$ cat src/rtl/scan_code_gen_pkg.sv
// scan_code_gen_pkg: shared code width, mode encodings and direction constants
package scan_pkg;
  localparam int CODE_W = 3;
  typedef enum logic [1:0] {
    MODE_HOLD = 2'b00,
    MODE_AUTO = 2'b01,
    MODE_STEP = 2'b10,
    MODE_LOAD = 2'b11
  } mode_e;
  localparam logic DIR_UP = 1'b0;
  localparam logic DIR_DN = 1'b1;
endpackage

$ cat src/rtl/scan_code_gen_if.sv
// scan_code_gen_if: control inputs and decoder-select outputs of the scan code generator
interface scan_code_gen_if;
  import scan_pkg::*;
  mode_e             mode;
  logic              dir;
  logic              step;
  logic [CODE_W-1:0] load_val;
  logic              a;
  logic              b;
  logic              c;
  logic              adv;
  logic              wrap;
  modport master (output mode, dir, step, load_val, input a, b, c, adv, wrap);
  modport slave  (input mode, dir, step, load_val, output a, b, c, adv, wrap);
endinterface

$ cat src/rtl/scan_code_gen_step_sync.sv
// step_sync_edge: two-flop synchronizer plus edge flop, emits a one-cycle rise pulse
module step_sync_edge (
  input  logic clk,
  input  logic rst,
  input  logic d_i,
  output logic rise_o
);
  logic s1_q, s2_q, s3_q;
  // shift the asynchronous strobe through the synchronizer and edge-detect stage
  always_ff @(posedge clk or posedge rst) begin
    if (rst) begin
      s1_q <= 1'b0;
      s2_q <= 1'b0;
      s3_q <= 1'b0;
    end else begin
      s1_q <= d_i;
      s2_q <= s1_q;
      s3_q <= s2_q;
    end
  end
  assign rise_o = s2_q & ~s3_q;
endmodule

$ cat src/rtl/scan_code_gen.sv
// scan_code_gen: registered 3-bit decoder select code with auto-scan, single-step, hold and load
module scan_code_gen
  import scan_pkg::*;
#(
  parameter int CNT_MAX  = 49999,
  parameter int LAST_IDX = 7
) (
  input  logic                  clk,
  input  logic                  rst,
  scan_code_gen_if.slave        bus
);
  localparam int CW = (CNT_MAX > 0) ? $clog2(CNT_MAX + 1) : 1;
  localparam logic [CW-1:0]     CNT_TOP = CW'(CNT_MAX);
  localparam logic [CODE_W-1:0] LAST    = CODE_W'(LAST_IDX);
  logic [CW-1:0]     cnt_q, cnt_d;
  logic [CODE_W-1:0] code_q, code_d, nxt, ld;
  logic              adv_q, adv_d, wrap_q, wrap_d;
  logic              rise, at_end, fire;
  step_sync_edge u_sync (
    .clk    (clk),
    .rst    (rst),
    .d_i    (bus.step),
    .rise_o (rise)
  );
  // next code, prescaler and pulse flags; only the active mode's source may advance
  always_comb begin
    at_end = (bus.dir == DIR_DN) ? (code_q == '0) : (code_q == LAST);
    nxt    = at_end ? ((bus.dir == DIR_DN) ? LAST : '0)
                    : ((bus.dir == DIR_DN) ? code_q - 1'b1 : code_q + 1'b1);
    fire   = (bus.mode == MODE_AUTO && cnt_q == CNT_TOP) || (bus.mode == MODE_STEP && rise);
    ld     = (bus.load_val > LAST) ? LAST : bus.load_val;
    cnt_d  = (bus.mode == MODE_AUTO && cnt_q != CNT_TOP) ? cnt_q + 1'b1 : '0;
    code_d = (bus.mode == MODE_LOAD) ? ld : fire ? nxt : code_q;
    adv_d  = (bus.mode == MODE_LOAD) ? (ld != code_q) : fire;
    wrap_d = fire && at_end;
  end
  // code, pulses and prescaler all update on the same edge
  always_ff @(posedge clk or posedge rst) begin
    if (rst) begin
      cnt_q  <= '0;
      code_q <= '0;
      adv_q  <= 1'b0;
      wrap_q <= 1'b0;
    end else begin
      cnt_q  <= cnt_d;
      code_q <= code_d;
      adv_q  <= adv_d;
      wrap_q <= wrap_d;
    end
  end
  assign bus.a    = code_q[2];
  assign bus.b    = code_q[1];
  assign bus.c    = code_q[0];
  assign bus.adv  = adv_q;
  assign bus.wrap = wrap_q;
endmodule

$ cat src/flat_wrapper.sv
// flat-port wrapper written by rule: the top's interface ports become plain ports
module scan_code_gen_flat import scan_pkg::*;
#(
  parameter int CNT_MAX  = 49999,
  parameter int LAST_IDX = 7
)
  (clk, rst, bus_mode, bus_dir, bus_step, bus_load_val, bus_a, bus_b, bus_c, bus_adv, bus_wrap);
  scan_code_gen_if bus_i ();
  input  logic clk;
  input  logic rst;
  input wire logic [$bits(bus_i.mode)-1:0] bus_mode;
  input wire logic [$bits(bus_i.dir)-1:0] bus_dir;
  input wire logic [$bits(bus_i.step)-1:0] bus_step;
  input wire logic [$bits(bus_i.load_val)-1:0] bus_load_val;
  output wire logic [$bits(bus_i.a)-1:0] bus_a;
  output wire logic [$bits(bus_i.b)-1:0] bus_b;
  output wire logic [$bits(bus_i.c)-1:0] bus_c;
  output wire logic [$bits(bus_i.adv)-1:0] bus_adv;
  output wire logic [$bits(bus_i.wrap)-1:0] bus_wrap;
  assign bus_i.mode = bus_mode;
  assign bus_i.dir = bus_dir;
  assign bus_i.step = bus_step;
  assign bus_i.load_val = bus_load_val;
  assign bus_a = bus_i.a;
  assign bus_b = bus_i.b;
  assign bus_c = bus_i.c;
  assign bus_adv = bus_i.adv;
  assign bus_wrap = bus_i.wrap;
  scan_code_gen #(.CNT_MAX(CNT_MAX), .LAST_IDX(LAST_IDX)) u_core (.clk(clk), .rst(rst), .bus(bus_i));
endmodule
$ cat config.mk
export PLATFORM = sky130hd
export DESIGN_NAME = scan_code_gen_flat
export DESIGN_NICKNAME = d
export VERILOG_FILES = /design/src/rtl/scan_code_gen_pkg.sv /design/src/rtl/scan_code_gen_if.sv /design/src/rtl/scan_code_gen_step_sync.sv /design/src/rtl/scan_code_gen.sv /design/src/flat_wrapper.sv
export SDC_FILE = /design/constraint.sdc
export NUM_CORES = 1
export LEC_CHECK = 0
export CORE_ASPECT_RATIO = 0.75
export CORE_MARGIN = 4
export CORE_UTILIZATION = 25
export CTS_CLUSTER_SIZE = 30
export DETAILED_ROUTE_END_ITERATION = 10
export GPL_TIMING_DRIVEN = 1
export PLACE_DENSITY_LB_ADDON = 0.2
export SYNTH_ARGS = -nofsm -noshare
export SYNTH_HDL_FRONTEND = slang
export SYNTH_SLANG_ARGS = --single-unit
export TNS_END_PERCENT = 20
$ cat constraint.sdc
create_clock -name clk -period 2.1 [get_ports clk]
set_input_delay 0.21 -clock clk [delete_from_list [all_inputs] [get_ports clk]]
set_output_delay 0.21 -clock clk [all_outputs]
set_load 0.02 [all_outputs]
==> metrics.yaml <==
synthDistinctLibCells: 36
gp_congestion: 0.7937
clockRootBuffer: "clkbuf_8"
power.density_mw_per_mm2: 618.3
initial_core_util: 0.2673
wl_per_cell_um: 11.83
crit_required_ns: 2.25
rsz0062_at_grt: "no"
slew_headroom: 0.6711
rows: 22
hold_buffers: 0
yosysWarnings: 0
ir_worst_vdd_uv: 196.0
seq_area_frac_synth: 0.4436
dieArea_mm2: 0.006669
cts_buffers: 3
netlist_area_mm2: 0.001354
area_growth_pct: 19.13
setup_viol_count_final: 0
tns_ns: 0
syn_nets: 152
cts_resized: 0
p_seq_frac: 0.506
fin_nets: 168
detail-route-antenna-nets: 0
ioPinCount: 14
p_clk_frac: 0.310
grt-ovfl-total: 0
hold_slack_ns: 0.2880
h-tree-depth: 1
swShare: 0.2628
via_count: 1041
grt_usage: 0.08736
cp.arrival_ns: 1.93
tightest_slew_ns: 0.4921
insertion_delay_ns: 0.26
hp-class: "input port to async pin"
clock-sinks: 24
wl_um: 2697
antenna-diode-count: 0
core-area_mm2: 0.005065
syn_avg_cell_area_um2: 9.601
drt-pass1-iter-count: 4
die_x_um: 92.97
antenna_found_initial: 0
slew_viol_final: 0
crit_fanout: 7
cts_tree: "built"
initialDrtViolationCount: 51
grt_pass1_wl_um: 4781
fp.dieH_um: 71.73
async_flop_share: 1.000
grt_max_degree: 25
cellInternalPower_mw: 0.7351
crit_type: "flip-flop to flip-flop"
vias_per_cell: 4.566
status: "finished clean"
hold_viol: 0
power_frac_comb: 0.183
ys_ff_latch: 24
p_leak_nw: 0.6152
fin_crit_sh: 0.8481
dp_hpwl_um: 2006
grt_pass1_vias: 1026
post_cts_buffers: 0
p_switching_mw: 0.2620
skew_ns: 0.003843
drv_cap: 0
critPathCaptureType: "flip-flop"
max_freq_ghz: 0.5615
route.detailed.drc: 0
synth_enable_flop_cells: 0
worst_setup_path_start_kind: "flip-flop"
layout_min_cycle_time_ns: 1.781
clock_path_buffers: 2
port_buffers: 13
clk_pin_slew_ns: 0.08
drive_gt1_frac: 0.08333
netlist_instances: 141
synth-main-ff-cell: "dfrtp_1"
critical path: stages (launching register included):
cell,delay [ns]
dfrtp_1,0.50
inv_1,0.10
fa_1,0.45
nor3_1,0.19
o22ai_1,0.11
a221o_1,0.32
power by group through the flow:
stage	sequential (mW)	combinational (mW)	clock, mW
floorplan	0.517	0.111	0
global placement	0.511	0.182	0
detailed placement	0.514	0.186	0
CTS	0.505	0.186	0.326
global route	0.509	0.203	0.341
finish	0.505	0.183	0.310
final cells by class:
class                   count  area [µm²]
flip-flops and latches     24       600.6
multi-input cells         103       676.9
inverters                   8       30.03
clock buffers               4       55.05
well taps                  72       90.09
fillers                   549        3452
repair buffers             17       160.2
path summary, 6_finish.rpt:
kind / cells past startpoint / endpoint / slack (ns) / from
max in group asynchronous: 3 / u_core.cnt_q[3]$_DFF_PP0_ / 1.58 / rst
hold reg to reg: 0 / u_core.u_sync.s2_q$_DFF_PP0_ / 0.36 / u_core.u_sync.s1_q$_DFF_PP0_
min in group clk: 0 / u_core.u_sync.s2_q$_DFF_PP0_ / 0.36 / u_core.u_sync.s1_q$_DFF_PP0_
setup reg to reg: 5 / u_core.code_q[2]$_DFFE_PP0P_ / 0.32 / u_core.code_q[1]$_DFFE_PP0P_
hold / removal: 3 / u_core.code_q[2]$_DFFE_PP0P_ / 0.29 / rst
setup / recovery: 5 / u_core.code_q[2]$_DFFE_PP0P_ / 0.32 / u_core.code_q[1]$_DFFE_PP0P_
kinds of logic after synthesis:
family,count (synthesis),share of synthesized area
buffers and inverters,14,0.05637
and+or+nand+nor,70,0.2939
AOI/OAI and AO/OA,13,0.06562
DFF,24,0.4436
adders and majority gates,2,0.02403
xor gates and xnor gates,18,0.1165
registers in the layout (all words and copies together) (netlist names):
| signal | count |
|---|---|
| u_core.cnt_q | 16 |
| u_core.bus.wrap | 1 |
| u_core.u_sync.s2_q | 1 |
| u_core.u_sync.s3_q | 1 |
| u_core.u_sync.s1_q | 1 |
| u_core.bus.adv | 1 |
| u_core.code_q | 3 |
cells in the final DEF, fill, tap and decap left out, drive strengths merged:
master	netlist	routed
a21oi	4	4
xnor2	15	15
a221oi	1	1
ha	1	1
or3	1	1
and3	2	2
nand3b	2	2
or2	1	1
buf	4	4
clkbuf	2	4
nor4bb	1	1
nor4b	1	1
o211ai	1	1
nor4	3	3
and4bb	2	2
nor2	21	21
nand3	7	7
clkdlybuf4s50	0	13
nand4b	3	3
o21ai	3	3
nor2b	1	1
and4b	1	1
fa	1	1
dfrtp	24	24
a21o	1	1
nand2	11	11
o22ai	1	1
inv	8	8
xor2	3	3
nor3	6	6
nand4	7	7
a221o	2	2
cell usage after synthesis (2+ instances only):
library cell | instances | area [µm²]
a21oi_1 | 3 | 15.01
a221o_1 | 2 | 20.02
and3_1 | 2 | 12.51
and4bb_1 | 2 | 25.02
buf_2 | 2 | 10.01
dfrtp_1 | 24 | 600.6
inv_1 | 8 | 30.03
nand2_1 | 11 | 41.29
nand3_1 | 6 | 30.03
nand3b_1 | 2 | 15.01
nand4_1 | 7 | 43.79
nand4b_1 | 3 | 26.28
nor2_1 | 21 | 78.83
nor3_1 | 6 | 30.03
nor4_1 | 3 | 18.77
o21ai_0 | 3 | 15.01
xnor2_1 | 15 | 131.4
xor2_1 | 3 | 26.28
per-layer routing:
layer  wire (µm)  part of all wire  track usage
met5           0                 0            0
met4          23            0.0085      0.01951
met3         129             0.048      0.01994
met2        1132              0.42       0.1349
met1        1412              0.52       0.1246
through the flow:
stage                       util  std cells  instance area [µm²]  power (mW)  setup slack (ns)
final                     0.3184        228                 1613      0.9972            0.3190
after global routing      0.3184        228                 1613       1.052            0.1627
after CTS                 0.3184        228                 1613       1.017            0.3146
after detailed placement  0.3076        224                 1558      0.6990            0.1138
after global placement    0.3076        224                 1558      0.6932            0.1751
after floorplan                -        141                 1354      0.6276            0.1517
(Power assumes the default switching activity.)
